### src/rtl/if_stage_pkg.sv
// Shared fetch-path types: widths, the IF/ID packet, and the half-line select helper.
`ifndef WAYS
`define WAYS 3
`endif

package if_stage_pkg;
   localparam int XLEN   = 32;
   localparam int INST_W = 32;
   localparam int LINE_W = 64;

   typedef struct packed {
      logic [XLEN-1:0]   pc;
      logic [INST_W-1:0] inst;
      logic              valid;
   } if_id_packet_t;

   // A 64-bit line holds two instructions; address bit 2 picks the half.
   function automatic logic [INST_W-1:0] select_inst(input logic upper,
                                                     input logic [LINE_W-1:0] line);
      return upper ? line[LINE_W-1:INST_W] : line[INST_W-1:0];
   endfunction
endpackage

### src/rtl/if_id_reg.sv
// WAYS-wide IF/ID packet register; flush clears valids and takes priority over hold.
module if_id_reg
   import if_stage_pkg::*;
#(
   parameter int WAYS = `WAYS
) (
   input  logic                     clock,
   input  logic                     reset,
   input  logic                     flush,
   input  logic                     hold,
   input  if_id_packet_t [WAYS-1:0] pkt_in,
   output if_id_packet_t [WAYS-1:0] pkt_out
);

   always_ff @(posedge clock or negedge reset) begin
      if (!reset) begin
         pkt_out <= '0;
      end else if (flush) begin
         for (int i = 0; i < WAYS; i++) begin
            pkt_out[i].valid <= 1'b0;
         end
      end else if (!hold) begin
         pkt_out <= pkt_in;
      end
   end

endmodule

### src/rtl/if_stage.sv
// Instruction fetch: issues WAYS sequential PCs to the icache and latches the in-order hit prefix.
module if_stage
   import if_stage_pkg::*;
#(
   parameter int              WAYS     = `WAYS,
   parameter logic [XLEN-1:0] RESET_PC = 32'h0000_0000
) (
   input  logic                         clock,
   input  logic                         reset,
   input  logic                         redirect_en,
   input  logic [XLEN-1:0]              redirect_pc,
   input  logic                         id_stall,
   input  logic [WAYS-1:0][LINE_W-1:0]  Icache_data_out,
   input  logic [WAYS-1:0]              Icache_valid_out,
   output logic [WAYS-1:0][XLEN-1:0]    proc2Icache_addr,
   output logic [WAYS-1:0]              proc2Icache_en,
   output logic [WAYS-1:0][XLEN-1:0]    if_id_pc,
   output logic [WAYS-1:0][INST_W-1:0]  if_id_inst,
   output logic [WAYS-1:0]              if_id_valid,
   output logic [XLEN-1:0]              fetch_miss_cycles
);

   logic [XLEN-1:0]          pc_reg;
   logic [XLEN-1:0]          pc_next;
   logic [XLEN-1:0]          advance;
   logic [WAYS-1:0]          hit;
   logic                     fetch_go;
   logic                     unused_low_bits;
   if_id_packet_t [WAYS-1:0] pkt_next;
   if_id_packet_t [WAYS-1:0] pkt_q;

   assign unused_low_bits = &redirect_pc[1:0];

   // No requests during a stall so the icache never refills for a group that cannot advance.
   assign fetch_go = reset & ~redirect_en & ~id_stall;

   generate
      for (genvar gi = 0; gi < WAYS; gi++) begin : g_way
         assign proc2Icache_addr[gi] = pc_reg + XLEN'(4 * gi);
         assign proc2Icache_en[gi]   = fetch_go;
         assign pkt_next[gi] = {proc2Icache_addr[gi],
                                select_inst(proc2Icache_addr[gi][2], Icache_data_out[gi]),
                                hit[gi]};
         assign if_id_pc[gi]    = pkt_q[gi].pc;
         assign if_id_inst[gi]  = pkt_q[gi].inst;
         assign if_id_valid[gi] = pkt_q[gi].valid;
      end
   endgenerate

   // A way counts only if every earlier way also hit: fetch stays strictly in order.
   always_comb begin
      logic run;
      hit     = '0;
      advance = '0;
      run     = 1'b1;
      for (int i = 0; i < WAYS; i++) begin
         run    = run & Icache_valid_out[i];
         hit[i] = run;
         if (run) begin
            advance = advance + XLEN'(4);
         end
      end
   end

   always_comb begin
      pc_next = pc_reg;
      if (redirect_en) begin
         pc_next = {redirect_pc[XLEN-1:2], 2'b00};
      end else if (!id_stall) begin
         pc_next = pc_reg + advance;
      end
   end

   always_ff @(posedge clock or negedge reset) begin
      if (!reset) begin
         pc_reg <= RESET_PC;
      end else begin
         pc_reg <= pc_next;
      end
   end

   always_ff @(posedge clock or negedge reset) begin
      if (!reset) begin
         fetch_miss_cycles <= '0;
      end else if (proc2Icache_en[0] && !Icache_valid_out[0] && (fetch_miss_cycles != '1)) begin
         fetch_miss_cycles <= fetch_miss_cycles + 1'b1;
      end
   end

   if_id_reg #(
      .WAYS(WAYS)
   ) u_if_id_reg (
      .clock  (clock),
      .reset  (reset),
      .flush  (redirect_en),
      .hold   (id_stall),
      .pkt_in (pkt_next),
      .pkt_out(pkt_q)
   );

endmodule

### config.mk
export PLATFORM = sky130hd
export DESIGN_NAME = if_stage
export DESIGN_NICKNAME = d
export VERILOG_FILES = /design/src/rtl/if_stage_pkg.sv /design/src/rtl/if_id_reg.sv /design/src/rtl/if_stage.sv
export SDC_FILE = /design/constraint.sdc
export NUM_CORES = 1
export LEC_CHECK = 0
export ABC_AREA = 1
export BUFFER_PORTS_ARGS = -buffer_cell sky130_fd_sc_hd__buf_2
export CORE_MARGIN = 1.5
export CORE_UTILIZATION = 25
export DETAILED_ROUTE_END_ITERATION = 12
export PLACE_DENSITY = 0.47
export SYNTH_ARGS = -nofsm -noshare
export SYNTH_HDL_FRONTEND = slang
export SYNTH_SLANG_ARGS = --single-unit
### constraint.sdc
create_clock -name clock -period 4.65 [get_ports clock]
set_clock_uncertainty 0.2 [all_clocks]
set_input_delay 0.93 -clock clock [delete_from_list [all_inputs] [get_ports clock]]
set_output_delay 0.93 -clock clock [all_outputs]
set_load 0.005 [all_outputs]
==> results of run 1 <==
==> worst paths after layout <==
check / startpoint / endpoint / slack, ns
worst min register to register: u_if_id_reg.pkt_out[116]$_DFFE_PN0P_ / u_if_id_reg.pkt_out[116]$_DFFE_PN0P_ / 0.27
worst max-delay path: pc_reg[4]$_DFFE_PN0N_ / proc2Icache_addr[47] / 0.78
worst min-delay path: u_if_id_reg.pkt_out[116]$_DFFE_PN0P_ / u_if_id_reg.pkt_out[116]$_DFFE_PN0P_ / 0.27
min in group asynchronous: reset / u_if_id_reg.pkt_out[143]$_DFFE_PN0P_ / 0.57
max in group asynchronous: reset / fetch_miss_cycles[5]$_DFFE_PN0P_ / 2.19
worst max register to register: pc_reg[2]$_DFFE_PN0N_ / pc_reg[22]$_DFFE_PN0N_ / 1.73
==> power groups by stage <==
stage                     Sequential [mW]  Combinational (mW)  Clock, mW
after CTS                            2.73                1.45       2.74
after global routing                 2.78                1.56       2.83
after global placement               2.76                1.43          0
final                                2.73                1.41       2.67
after floorplan                      2.73               0.735          0
after detailed placement             2.77                1.44          0
==> metrics by stage <==
step	area (sq um)	hold WS (ns)
after floorplan	14300	0.272
after global routing	18000	0.293
after global placement	16900	0.258
final	18100	0.271
after detailed placement	16900	0.260
after CTS	18000	0.276
==> synthesized netlist by cell type (6+ instances only) <==
cell type,count
sky130_fd_sc_hd__and2_1,13
sky130_fd_sc_hd__buf_1,13
sky130_fd_sc_hd__buf_2,15
sky130_fd_sc_hd__buf_4,111
sky130_fd_sc_hd__clkbuf_1,56
sky130_fd_sc_hd__dfrtp_1,250
sky130_fd_sc_hd__ha_1,6
sky130_fd_sc_hd__inv_1,101
sky130_fd_sc_hd__nand2_1,654
sky130_fd_sc_hd__nand2_2,16
sky130_fd_sc_hd__nand3_1,390
sky130_fd_sc_hd__nand3b_1,10
sky130_fd_sc_hd__nand4_1,16
sky130_fd_sc_hd__nor2_1,136
sky130_fd_sc_hd__nor2_2,16
sky130_fd_sc_hd__nor2_4,16
sky130_fd_sc_hd__o211ai_1,7
sky130_fd_sc_hd__o21ai_0,47
sky130_fd_sc_hd__xnor2_1,8
sky130_fd_sc_hd__xor2_1,27
==> cells by family (layout without fill, tap and decap cells) <==
logic type / after synthesis / in the layout
AOI/OAI and AO/OA: 63 / 63
buffers and inverters: 302 / 718
xor gates and xnor gates: 37 / 37
other: 1 / 19
DFF: 250 / 250
and+or+nand+nor: 1272 / 1272
adders and majority gates: 7 / 7
==> final cells by class <==
class                   instances  share of cell area [%]
multi-input cells            1392                    35.8
flip-flops and latches        250                    34.7
repair buffers                559                    15.9
well taps                     756                    5.24
clock buffers                  45                    4.92
inverters                     103                    2.21
clock inverters                11                    1.17
diodes                          6                  0.0832
==> per-layer routing <==
| layer | GRT usage [%] | up-vias | share of wire, % |
|---|---|---|---|
| li1 | - | 6908 | - |
| met1 | 24.0 | 6896 | 41 |
| met2 | 33.9 | 452 | 50 |
| met3 | 4.43 | 80 | 6.3 |
| met4 | 4.19 | 20 | 2.0 |
| met5 | 0 | - | 0.20 |
==> worst register-to-register path: cells and delay by family, from the launching register on <==
kind	cells	cell delay, ns
adder cells (fa/ha/maj)	2	0.70
AND/OR/NAND/NOR	5	0.69
flip-flops	1	0.64
AO/OA/AOI/OAI	1	0.50
buffers and inverters	1	0.07
==> what timing repair did <==
item	4_1_cts	5_1_grt
setup endpoints to repair	0	0
endpoints found under the hold margin	24	0
hold buffers	1	0
==> summary by stage, run 1 <==
Synth
The portion of the post-synthesis area used by sequential elements is 43.9%. sky130_fd_sc_hd__dfrtp_1 takes more of the synthesized area than any other cell. Summed over its instances, the top area cell type makes up 43.9% of the synthesized netlist area. The synthesized design contains 0 enable-type register cells. Of the post-synthesis cell area, the part taken by muxes is 0%.

The average instance in the mapped netlist occupies 7.38 sq um. The synthesized-area fraction occupied by ao, oa, aoi and oai cells is 2.40%. After synthesis the cells add up to 14300 sq um.

Of the total synthesized cell area, the portion taken by XOR and XNOR cells is 2.38%. For this run, asynchronously set or reset flops after synthesis account for 100%. The count of mapped cells out of synthesis is 1932. The basic-gate share of the synthesized area counting and, or, nand and nor cells is 39.5%. The flip-flop and latch count after synthesis is 250. The post-synthesis adder-cell area fraction is 0.667%. The dominant combinational cell family by area after synthesis is simple AND/OR/NAND/NOR gates.

Among all flip-flop cells after synthesis, the most frequent one is sky130_fd_sc_hd__dfrtp_1. During synthesis, Yosys emitted a total of 0 warnings. The number of library cell types mapped by synthesis is 35. Ranked by total cell area, the synthesized netlist is headed by sky130_fd_sc_hd__dfrtp_1, sky130_fd_sc_hd__nand2_1, sky130_fd_sc_hd__nand3_1, sky130_fd_sc_hd__buf_4, sky130_fd_sc_hd__nor2_1.

STA
The peak clock frequency supported by timing is 259 MHz. Dividing the final minimum period by the clock period gives 83.1%. In this run the tightest slew margin relative to its limit is 28.5%.

Setup repair after global routing left no endpoint under its margin. The number of max-slew violations in the final report is 0. Setup violations remaining at the end of the flow were counted as 0. Summed over all failing endpoints, the final setup total negative slack is 0 ns. At the pin with the least slew margin, the transition time is 1.07 ns.

The number of hold violations in the final report came to 0. The final worst-path setup slack is 0.784 ns. The final period demand of the worst path is 3.87 ns.

Die
The die is 242 microns tall. The core area is 56400 sq um. The top-level port count is 557.

The number of placement rows is 87. The area of the die is 58500 sq um. The die extent in x is 242 microns.

The initial standard-cell utilization of the core is 25.3%.

Setup path
The number of cells on the worst reg-to-reg path is 9. In this design, the stage delay of the slowest critical-path cell is 0.49 ns. The worst setup path is of the reg -> out kind. The launching element type of the critical path is a flip-flop. The top cell family by delay on the critical path is simple AND/OR/NAND/NOR gates. The number of buffers and inverters on the critical path is 2. The signal on the critical path passes through ha_1 -> nand2_1 -> nor2_1 -> inv_1 -> nor2_2 -> xor2_1 -> buf_2. The maximum net fanout on the critical path is 7.

The worst setup path is captured at an output pin. Data on the critical path arrives at its endpoint at 2.74 ns. In this run the number of cells on the critical path is 7.

The endpoint required time on the critical path is 3.52 ns. The slowest cell on the critical path is sky130_fd_sc_hd__dfrtp_1.

Power
The internal power of the cells totals 4.69 mW. Summed over all nets, the switching power comes to 2.12 mW. The leakage power total is 9.38 nW.

The worst-case vdd ir drop is 0.000279 V. The total power per unit cell area is 377 nW/um^2. The design draws 6.81 mW. The fraction of power consumed by the clock network is 39.2%. The fraction of power spent switching nets is 31.1%. Combinational logic is responsible for 20.7% of the overall power.

Per report_power, the sequential group accounts for 40.1% of the total.

Placement
The routability congestion estimate is 0.875. The worst setup timing slack at the placement stage is 1.18 ns. The number of placed cells counting well taps is 3059. The number of port buffers is 542.

The wire-length estimate of the detail-placed layout is 44600 microns.

Clock network
The clock input transition at the sequential cells of the worst setup and hold paths is 0.06 ns. The post-cts gate resize count is 0. The depth of the CTS H-tree is 1. Once the clock tree was built, the setup fixing pass inserted 0 buffers. The cell sitting at the root of the clock tree is a sky130_fd_sc_hd__clkbuf_16. The clock tree from TritonCTS is built.

The source-to-sink clock delay at the later pin of the worst-skew pair is 0.59 ns. The clock passes through at most 3 buffers. For this design, the sink count on the clock tree is 250.

The clock buffer count from CTS is 31.

Run status
The flow ran to the end, and the final reports show no timing, DRC or antenna violations.

Final layout
Registers take 6260 sq um. Measured on the finished design, the core utilization comes to 32.0%. The register with the most flip-flops in the layout has 188 of them. The fraction of final layout cells sized beyond drive strength 1 is 28.3%.

For this run, the post-layout net count is 2575. The area of the multi-input gates is 6460 sq um. The area growth from synthesis to layout is 26.6%. Leaving out filler cells and counting taps, the final layout contains 3122.

The count of filler cells inserted in the layout is 6248. The library cell used most frequently in the layout, excluding fill and tap cells, is sky130_fd_sc_hd__nand2_1. In the layout the commonest cells are sky130_fd_sc_hd__nand2_1, sky130_fd_sc_hd__buf_2, sky130_fd_sc_hd__nand3_1, sky130_fd_sc_hd__dfrtp_1, sky130_fd_sc_hd__nor2_1.

Worst hold path
The cell depth of the worst min-delay path is 2. The worst min-delay path class is reg -> reg.

Detailed routing
The total via count in the routed design is 14.4k. Summed over all layers, the routed wires come to 58500 microns. The first-pass iteration count of the detailed router is 5. The number of vias per cell is 4.60. In this run the remaining antenna-violating nets after routing total 0. The post-detailed-route wirelength per cell is 18.7 microns. The number of remaining DRC errors is 0.

The first-iteration detailed-routing DRC count is 877.

GRT
The global router's overall resource usage is 19.3%. The via count of the first global-routing pass is 13.8k. The sum of overflow across all layers after global routing is 0.

Entering global routing, the biggest net connects 142 pins. The initial antenna violation count came to 19. The wire length of the first global-routing pass is 87600 microns.

Job
The number of max-cap violations is 0.
(Power assumes the default switching activity.)
==> run 2, diff against run 1 <==
--- a/config.mk
+++ b/config.mk
@@ -5,12 +5,12 @@
 export SDC_FILE = /design/constraint.sdc
 export NUM_CORES = 1
 export LEC_CHECK = 0
-export ABC_AREA = 1
+export ABC_AREA = 0
 export BUFFER_PORTS_ARGS = -buffer_cell sky130_fd_sc_hd__buf_2
 export CORE_MARGIN = 1.5
 export CORE_UTILIZATION = 25
 export DETAILED_ROUTE_END_ITERATION = 12
-export PLACE_DENSITY = 0.47
+export PLACE_DENSITY = 0.48
 export SYNTH_ARGS = -nofsm -noshare
 export SYNTH_HDL_FRONTEND = slang
 export SYNTH_SLANG_ARGS = --single-unit
==> constraint.sdc (replaced) <==
create_clock -name clock -period 3.6 [get_ports clock]
set_clock_uncertainty 0.2 [all_clocks]
set_input_delay 0.72 -clock clock [delete_from_list [all_inputs] [get_ports clock]]
set_output_delay 0.72 -clock clock [all_outputs]
set_load 0.005 [all_outputs]
==> run 2 against run 1 <==
  * Die area decreased by 9.7%
  * First-iteration DRC count decreased by 25%
  * Sequential cell count unchanged
  * Synthesized cell count decreased by 31%
  * Clock power increased by 11%
  * Register-to-register slack got worse by 0.92 ns
  * Via count decreased by 25%
  * Highest routed layer is now met4
==> summary by stage, run 2 <==
Run status
Outcome: complete, no violations (unchanged).

Setup path
The slowest cell on the critical path is sky130_fd_sc_hd__dfrtp_1 (unchanged). The sum of buffers and inverters on the critical path is 2 (unchanged). The maximum net fanout on the critical path is 6 (was 7). The end of the worst register-to-register path was pc_reg[26]$_DFFE_PN0N_ (was pc_reg[22]$_DFFE_PN0N_). The critical path endpoint category is an output pin (unchanged). The number of cells on the worst reg-to-reg path was 9 (unchanged). The top cell family by delay on the critical path is simple AND/OR/NAND/NOR gates (unchanged). The startpoint of the worst-slack reg-to-reg timing path is pc_reg[2]$_DFFE_PN0N_ (unchanged).

The longest individual stage delay on the worst path was 0.42 ns (was 0.49 ns). The worst setup slack for register-to-register paths came to 0.81 ns (was 1.73 ns). The data arrival time of the worst path is 2.54 ns (was 2.74 ns).

Series of cell instances along the critical path: buf_4 -> nand4_1 -> nor3_4 -> nand2_1 -> xnor2_1 -> buf_2 (was ha_1 -> nand2_1 -> nor2_1 -> inv_1 -> nor2_2 -> xor2_1 -> buf_2). The endpoint required time on the critical path is 2.68 ns (was 3.52 ns). The launching element type of the critical path is a flip-flop (unchanged). The type of the worst setup path is reg -> out (unchanged).

STA
RSZ-0062 raised after global routing: true (was false). The number of hold violations in the final report is 0 (unchanged). The final worst hold slack is 0.143 ns (was 0.271 ns). The final period demand of the worst path is 3.46 ns. The setup violation total in the final timing report was 0 (unchanged). The setup TNS is 0 ns (unchanged). The final worst-path setup slack is 0.145 ns (was 0.784 ns).

The number of max-slew violations in the final report is 0 (unchanged). The ratio of final minimum period to clock period is 96.0%. The peak clock frequency supported by timing is 289 MHz. The slew of the pin with the lowest slew margin is 0.966 ns (was 1.07 ns).

The worst max-slew margin expressed relative to the limit came to 35.6% (was 28.5%).

Detailed routing
The total via count in the routed design is 10.8k (was 14.4k). The post-detailed-route wirelength per cell is 18.7 microns (about the same). The first-pass iteration count of the detailed router is 5 (unchanged).

The number of remaining DRC errors is 0 (unchanged). The total wirelength of the detailed-routed design came to 46100 microns (was 58500 microns). The first-iteration detailed-routing DRC count is 657 (was 877). The number of vias per cell is 4.40 (was 4.60). The post-route antenna net violation count is 0 (unchanged).

Clock network
The clock input transition at the sequential cells of the worst setup and hold paths is 0.06 ns (about the same). The depth of the CTS H-tree is 1 (unchanged). The source-to-sink clock delay at the later pin of the worst-skew pair was 0.58 ns (was 0.59 ns).

The total number of clock tree sinks came to 250 (unchanged). The clock buffer count from CTS came to 30 (was 31). The buffer levels on the longest clock path is 3 (unchanged). The clock tree from TritonCTS was built (unchanged). The root buffer selected by CTS is sky130_fd_sc_hd__clkbuf_16 (unchanged).

Worst hold path
The destination of the worst hold path is pc_reg[5]$_DFFE_PN0N_ (was u_if_id_reg.pkt_out[116]$_DFFE_PN0P_). The cell depth of the worst min-delay path is 3 (was 2). The hold path startpoint is redirect_pc[5] (was u_if_id_reg.pkt_out[116]$_DFFE_PN0P_). The worst min-delay path class is in -> reg (was reg -> reg).

Synth
The most frequently used flop master after synthesis is sky130_fd_sc_hd__dfrtp_1 (unchanged). The total of warnings raised by yosys came to 0 (unchanged). The portion of the post-synthesis area used by sequential elements was 48.7% (was 43.9%).

The number of library cell types mapped by synthesis is 52 (was 35). The count of mapped cells out of synthesis came to 1336 (was 1932). The average instance area after synthesis is 9.62 sq um (was 7.38 sq um).

The leading area contributor after synthesis is sky130_fd_sc_hd__dfrtp_1 (unchanged). The most frequent cell after synthesis is sky130_fd_sc_hd__nand2_1 (unchanged). The count of flip-flops with a built-in enable after synthesis is 0 (unchanged).

The async set-or-reset flop fraction in the synthesized netlist is 100% (unchanged). The post-synthesis instance area is 12900 sq um (was 14300 sq um). The flip-flop and latch count after synthesis is 250 (unchanged). Biggest area contributors in the synthesized netlist: sky130_fd_sc_hd__dfrtp_1, sky130_fd_sc_hd__nand2_1, sky130_fd_sc_hd__mux2i_1, sky130_fd_sc_hd__buf_4, sky130_fd_sc_hd__o21ai_0 (was sky130_fd_sc_hd__dfrtp_1, sky130_fd_sc_hd__nand2_1, sky130_fd_sc_hd__nand3_1, sky130_fd_sc_hd__buf_4, sky130_fd_sc_hd__nor2_1). Commonest cells post-synth: sky130_fd_sc_hd__nand2_1, sky130_fd_sc_hd__dfrtp_1, sky130_fd_sc_hd__o21ai_0 (was sky130_fd_sc_hd__nand2_1, sky130_fd_sc_hd__nand3_1, sky130_fd_sc_hd__dfrtp_1). The area share of the largest cell type after synthesis is 48.7% (was 43.9%).

Final layout
The fraction of final layout cells sized beyond drive strength 1 was 39.4% (was 28.3%). The area of all placed cells without fillers came to 16800 sq um (was 18100 sq um). The count of nets after finishing is 2012 (was 2575).

The leading cell type in the layout, fill and taps excluded is sky130_fd_sc_hd__buf_2 (was sky130_fd_sc_hd__nand2_1). Most frequent cells in the layout: sky130_fd_sc_hd__buf_2, sky130_fd_sc_hd__nand2_1, sky130_fd_sc_hd__dfrtp_1, sky130_fd_sc_hd__o21ai_0, sky130_fd_sc_hd__mux2i_1 (was sky130_fd_sc_hd__nand2_1, sky130_fd_sc_hd__buf_2, sky130_fd_sc_hd__nand3_1, sky130_fd_sc_hd__dfrtp_1, sky130_fd_sc_hd__nor2_1). The area growth from synthesis to layout came to 30.7% (was 26.6%). The number of flip-flops under the largest register name is 188 (unchanged).

GRT
The initial antenna violation count is 1 (was 19). The largest net degree at the start of global routing is 115 (was 142). The via count of the first global-routing pass came to 10.9k (was 13.8k).

The wire length of the first global-routing pass is 68200 microns (was 87600 microns). The sum of overflow across all layers after global routing is 0 (unchanged). The global router's overall resource usage came to 16.8% (was 19.3%).

Power
The combinational fraction of design power is 21.5% (was 20.7%). The total power per unit cell area came to 488 nW/um^2 (was 377 nW/um^2). The overall power came to 8.20 mW (was 6.81 mW). The fraction of power spent switching nets is 29.6% (was 31.1%). The switching power of the nets is 2.43 mW (was 2.12 mW). The leakage power total was 8.48 nW (was 9.38 nW). The fraction of power consumed by sequential logic came to 42.3% (was 40.1%). The internal power summed over all cells is 5.77 mW (was 4.69 mW).

The fraction of power consumed by the clock network was 36.2% (was 39.2%). The worst-case vdd ir drop is 0.000327 V (was 0.000279 V).

Die
The die height is 230 microns (was 242 microns). The number of placement rows was 82 (was 87). The top-level port count is 557 (unchanged). The die extent in x is 230 microns (was 242 microns).

The initial standard-cell utilization of the core is 25.5% (was 25.3%). The area of the die is 52800 sq um (was 58500 sq um). The core area is 50500 sq um (was 56400 sq um).

Placement
The routability congestion estimate is 0.838 (was 0.875). The total placed instance area is 15700 sq um (was 16900 sq um). The number of port buffers was 542 (unchanged). The worst setup timing slack at the placement stage is 0.310 ns (was 1.18 ns). The HPWL after detailed placement came to 35400 microns (was 44600 microns).

Job
The number of max-cap violations is 0 (unchanged).
-- run 2: cell types whose count changed after synthesis, sizes merged, moves of 61 or more --
cell,delta
xnor2,+61
inv,-94
nand2,-368
nand3,-356
mux2i,+98
nor2,-124
o21ai,+77
-- run 2: cell type report --
cell class | instances | area (sq um)
Multi-Input combinational cell | 894 | 5600
Fill cell | 5340 | 33700
Clock inverter | 5 | 88.8
Tap cell | 672 | 841
Sequential cell | 250 | 6270
Timing Repair Buffer | 589 | 3130
Inverter | 9 | 33.8
Clock buffer | 44 | 853
Antenna cell | 1 | 2.50
-- run 2: logic make-up (layout without fill, tap and decap cells) --
| logic type | after synthesis | after routing | share of synthesized area, % |
|---|---|---|---|
| compound gates | 148 | 148 | 6.37 |
| xor+xnor | 106 | 106 | 7.22 |
| fa+ha+maj | 7 | 7 | 0.740 |
| buf+inv | 204 | 647 | 9.30 |
| flops | 250 | 250 | 48.7 |
| mux | 137 | 137 | 11.0 |
| other cells | 1 | 14 | 0.0292 |
| simple gates | 483 | 483 | 16.6 |
-- run 2: how the worst max path moves through the flow --
stage | from | end | cells past startpoint
4_1_cts | pc_reg[3]$_DFFE_PN0N_ | proc2Icache_addr[57] | 7
6_report | pc_reg[7]$_DFFE_PN0N_ | proc2Icache_addr[55] | 6
5_1_grt | pc_reg[18]$_DFFE_PN0N_ | proc2Icache_addr[95] | 6
2_1_floorplan | pc_reg[3]$_DFFE_PN0N_ | proc2Icache_addr[93] | 6
3_3_place_gp | Icache_valid_out[0] | pc_reg[30]$_DFFE_PN0N_ | 11
3_5_place_dp | Icache_valid_out[0] | pc_reg[20]$_DFFE_PN0N_ | 11
-- run 2: through the flow --
stage	utilization [%]	cells
5_1_grt	33.3	2463
2_1_floorplan	-	1348
3_5_place_dp	31.1	2410
4_1_cts	33.1	2460
6_report	33.3	2464
3_3_place_gp	31.1	2410
-- run 2: routing by layer --
metal | vias to the layer above | part of all wire [%] | global-route usage, % | routed length [microns]
met2 | 390 | 51 | 30.2 | 23400
met5 | - | 0 | 0 | 0
met3 | 51 | 6.7 | 3.91 | 3090
met1 | 5189 | 41 | 20.4 | 18800
li1 | 5205 | - | - | -
met4 | 0 | 1.8 | 2.98 | 818
-- run 2: worst register-to-register path: cells and delay by family, from the launching register on --
family / cells / cell delay, ns
XOR/XNOR: 1 / 0.16
AND/OR/NAND/NOR: 2 / 0.21
buffers and inverters: 2 / 0.25
adder cells (fa/ha/maj): 2 / 0.44
flip-flops: 1 / 0.48
AO/OA/AOI/OAI: 2 / 0.91
-- run 2: power by group through the flow --
stage	clock [mW]	sequential (mW)	combinational [mW]
2_1_floorplan	0	3.49	0.923
3_3_place_gp	0	3.51	1.79
3_5_place_dp	0	3.52	1.80
4_1_cts	3.07	3.48	1.80
5_1_grt	3.20	3.53	1.96
6_report	2.97	3.47	1.76
-- run 2: repair_timing --
action	in CTS	in global routing
hold buffers	1	0
setup buffers	0	3
pin swaps	0	1
cloned	0	0
setup endpoints to repair	15	26
hold endpoints to repair	1	0
gates resized for setup	11	16
==> run 3, diff against run 2 <==
--- a/config.mk
+++ b/config.mk
@@ -7,10 +7,10 @@
 export LEC_CHECK = 0
 export ABC_AREA = 0
 export BUFFER_PORTS_ARGS = -buffer_cell sky130_fd_sc_hd__buf_2
-export CORE_MARGIN = 1.5
-export CORE_UTILIZATION = 25
+export CORE_AREA = 2 2 218 220
 export DETAILED_ROUTE_END_ITERATION = 12
-export PLACE_DENSITY = 0.48
+export DIE_AREA = 0 0 220 222
+export PLACE_DENSITY = 0.51
 export SYNTH_ARGS = -nofsm -noshare
 export SYNTH_HDL_FRONTEND = slang
 export SYNTH_SLANG_ARGS = --single-unit
==> run 3 against run 2 <==
  * Die area fell by 7.5%
  * Cell count fell by 2.6%
  * Global-route usage rose by 0.77 points
  * Non-clock buffer count fell by 8
  * Highest routed layer is now met5
  * Clock power rose by 13%
  * First-iteration DRC count fell by 27%
==> summary by stage, run 3 (synthesis results as in run 2) <==
Run status
Outcome: complete, no violations (unchanged).

Placement
The number of placed cells counting well taps is 2336 (was 2410). The worst setup timing slack at the placement stage was 0.282 ns (was 0.310 ns). The routability congestion estimate is 0.862 (was 0.838). The HPWL after detailed placement was 33700 microns (was 35400 microns).

The number of port buffers came to 542 (unchanged). The total placed instance area was 15600 sq um (was 15700 sq um).

Clock network
The buffer levels on the longest clock path was 3 (unchanged). The clock tree from TritonCTS is built (unchanged). The root buffer selected by CTS was sky130_fd_sc_hd__clkbuf_16 (unchanged). The clock buffer count from CTS was 31 (was 30). The depth of the CTS H-tree is 1 (unchanged). The source-to-sink clock delay at the later pin of the worst-skew pair came to 0.58 ns (about the same). The total number of clock tree sinks is 250 (unchanged).

The clock input transition at the sequential cells of the worst setup and hold paths came to 0.07 ns (was 0.06 ns).

Final layout
The number of flip-flops under the largest register name is 188 (unchanged). The count of nets after finishing is 2005 (was 2012). Most frequent cells in the layout: sky130_fd_sc_hd__buf_2, sky130_fd_sc_hd__nand2_1, sky130_fd_sc_hd__dfrtp_1, sky130_fd_sc_hd__o21ai_0, sky130_fd_sc_hd__mux2i_1 (unchanged). The area of all placed cells without fillers is 16800 sq um (about the same). The area growth from synthesis to layout is 30.9% (was 30.7%).

The final standard cell utilization of the core is 36.4% (was 33.3%). The non-filler instance count after layout came to 2401 (was 2464). The fraction of final layout cells sized beyond drive strength 1 is 40.0% (was 39.4%). The leading cell type in the layout, fill and taps excluded is sky130_fd_sc_hd__buf_2 (unchanged).

Setup path
The sum of buffers and inverters on the critical path is 2 (unchanged). Series of cell instances along the critical path: ha_2 -> nand3_2 -> nor4_1 -> buf_4 -> nand3_1 -> xnor2_1 -> buf_2 (was buf_4 -> nand4_1 -> nor3_4 -> nand2_1 -> xnor2_1 -> buf_2). The data arrival time of the worst path is 2.60 ns (was 2.54 ns). The longest individual stage delay on the worst path was 0.43 ns (was 0.42 ns). The launching element type of the critical path is a flip-flop (unchanged).

The critical path endpoint category is an output pin (unchanged). The type of the worst setup path is reg -> out (unchanged). The maximum net fanout on the critical path is 6 (unchanged). The slowest cell on the critical path is sky130_fd_sc_hd__dfrtp_1 (unchanged). The top cell family by delay on the critical path is simple AND/OR/NAND/NOR gates (unchanged). The endpoint required time on the critical path is 2.68 ns (about the same).

STA
The final worst-path setup slack is 0.0766 ns (was 0.145 ns). The number of max-slew violations in the final report was 0 (unchanged). The final period demand of the worst path is 3.52 ns (was 3.46 ns). The number of hold violations in the final report is 0 (unchanged).

The setup violation total in the final timing report came to 0 (unchanged). The peak clock frequency supported by timing is 284 MHz (was 289 MHz). The slew of the pin with the lowest slew margin is 1.18 ns (was 0.966 ns).

RSZ-0062 raised after global routing: true (unchanged). The ratio of final minimum period to clock period is 97.9% (was 96.0%). The worst max-slew margin expressed relative to the limit is 20.6% (was 35.6%).

Die
The die height is 222 microns (was 230 microns). The die extent in x is 220 microns (was 230 microns). The core area came to 46300 sq um (was 50500 sq um).

The initial standard-cell utilization of the core was 27.8% (was 25.5%). The number of placement rows came to 79 (was 82). The top-level port count is 557 (unchanged). The area of the die is 48800 sq um (was 52800 sq um).

GRT
The wire length of the first global-routing pass is 65800 microns (was 68200 microns). The largest net degree at the start of global routing is 158 (was 115). The initial antenna violation count is 6 (was 1). The sum of overflow across all layers after global routing came to 0 (unchanged). The global router's overall resource usage is 17.5% (was 16.8%). The via count of the first global-routing pass is 10.8k (was 10.9k).

Power
The fraction of power spent switching nets is 29.3% (was 29.6%). The internal power summed over all cells was 6.05 mW (was 5.77 mW). The fraction of power consumed by the clock network is 39.1% (was 36.2%). The fraction of power consumed by sequential logic came to 40.6% (was 42.3%).

The overall power is 8.56 mW (was 8.20 mW). The total power per unit cell area is 508 nW/um^2 (was 488 nW/um^2). The combinational fraction of design power was 20.2% (was 21.5%). The switching power of the nets was 2.50 mW (was 2.43 mW). The leakage power total is 8.50 nW (was 8.48 nW).

The worst-case vdd ir drop came to 0.000290 V (was 0.000327 V).

Worst hold path
The worst min-delay path class was in -> reg (unchanged).

Detailed routing
The total wirelength of the detailed-routed design is 44500 microns (was 46100 microns). The total via count in the routed design is 10.8k (about the same). The post-detailed-route wirelength per cell is 18.5 microns (was 18.7 microns). The first-iteration detailed-routing DRC count is 480 (was 657). The first-pass iteration count of the detailed router is 4 (was 5). The number of remaining DRC errors came to 0 (unchanged).

The post-route antenna net violation count was 0 (unchanged). The number of vias per cell is 4.51 (was 4.40).

Job
The number of max-cap violations was 0 (unchanged).
## run 3: cell types whose count changed in the layout (fill, tap and decap cells not counted), moves of 2 or more
cell and change:
sky130_fd_sc_hd__clkinv_2 +6, sky130_fd_sc_hd__buf_4 -9, sky130_fd_sc_hd__inv_6 +3, sky130_fd_sc_hd__clkbuf_1 -5, sky130_fd_sc_hd__dfrtp_1 -2, sky130_fd_sc_hd__nor3_4 -2, sky130_fd_sc_hd__nor3_2 +2, sky130_fd_sc_hd__dfrtp_2 +2
sky130_fd_sc_hd__bufinv_16 +3
## run 3: worst register-to-register path, stage by stage (launching register included)
cell	delay, ns
sky130_fd_sc_hd__dfrtp_4	0.55
sky130_fd_sc_hd__ha_1	0.21
sky130_fd_sc_hd__a211oi_1	0.11
sky130_fd_sc_hd__nor3_1	0.95
sky130_fd_sc_hd__nand4b_1	0.24
sky130_fd_sc_hd__xor2_1	0.20
sky130_fd_sc_hd__o21ai_0	0.15
## run 3: through the flow
stage	setup TNS (ns)	hold WS [ns]
floorplan	0	0.224
global placement	0	0.254
detailed placement	0	0.261
CTS	-0.00892	0.108
global route	-0.0314	0.139
finish	0	0.148
## run 3: area by class of cell
class / count / area, sq um
fillers: 4800 / 29400
flip-flops and latches: 250 / 6270
multi-input cells: 894 / 5590
repair buffers: 581 / 3080
clock buffers: 40 / 860
well taps: 607 / 759
clock inverters: 18 / 238
inverters: 9 / 33.8
diodes: 2 / 5.00
## run 3: metal layers
| layer | share of wire, % | GRT usage [%] | up-vias |
|---|---|---|---|
| li1 | - | - | 5214 |
| met1 | 40 | 21.1 | 5157 |
| met2 | 50 | 31.2 | 398 |
| met3 | 6.7 | 4.09 | 59 |
| met4 | 2.5 | 4.35 | 6 |
| met5 | 0.085 | 0 | - |
## run 3: final timing paths
path / cells past startpoint / slack, ns / start / end
max: 7 / 0.08 / pc_reg[3]$_DFFE_PN0N_ / proc2Icache_addr[93]
min: 3 / 0.15 / redirect_pc[5] / pc_reg[5]$_DFFE_PN0N_
max reg2reg: 6 / 0.90 / pc_reg[2]$_DFFE_PN0N_ / pc_reg[23]$_DFFE_PN0N_
min reg2reg: 2 / 0.27 / u_if_id_reg.pkt_out[51]$_DFFE_PN0P_ / u_if_id_reg.pkt_out[51]$_DFFE_PN0P_
max in group asynchronous: 3 / 1.41 / reset / u_if_id_reg.pkt_out[92]$_DFFE_PN0P_
min in group asynchronous: 2 / 0.54 / reset / u_if_id_reg.pkt_out[0]$_DFFE_PN0N_
## run 3: power by group through the flow
stage / combinational, mW / clock, mW / sequential [mW]
CTS: 1.77 / 3.47 / 3.48
floorplan: 0.923 / 0 / 3.49
detailed placement: 1.77 / 0 / 3.52
global route: 1.93 / 3.60 / 3.53
finish: 1.73 / 3.35 / 3.48
global placement: 1.75 / 0 / 3.51
## run 3: what timing repair did
item / 4_1_cts / 5_1_grt
resized for setup: 10 / 19
hold buffers: 1 / 0
buffers inserted: 0 / 4
pin swaps: 0 / 1
endpoints found under the setup margin: 22 / 22
hold endpoints to repair: 30 / 0
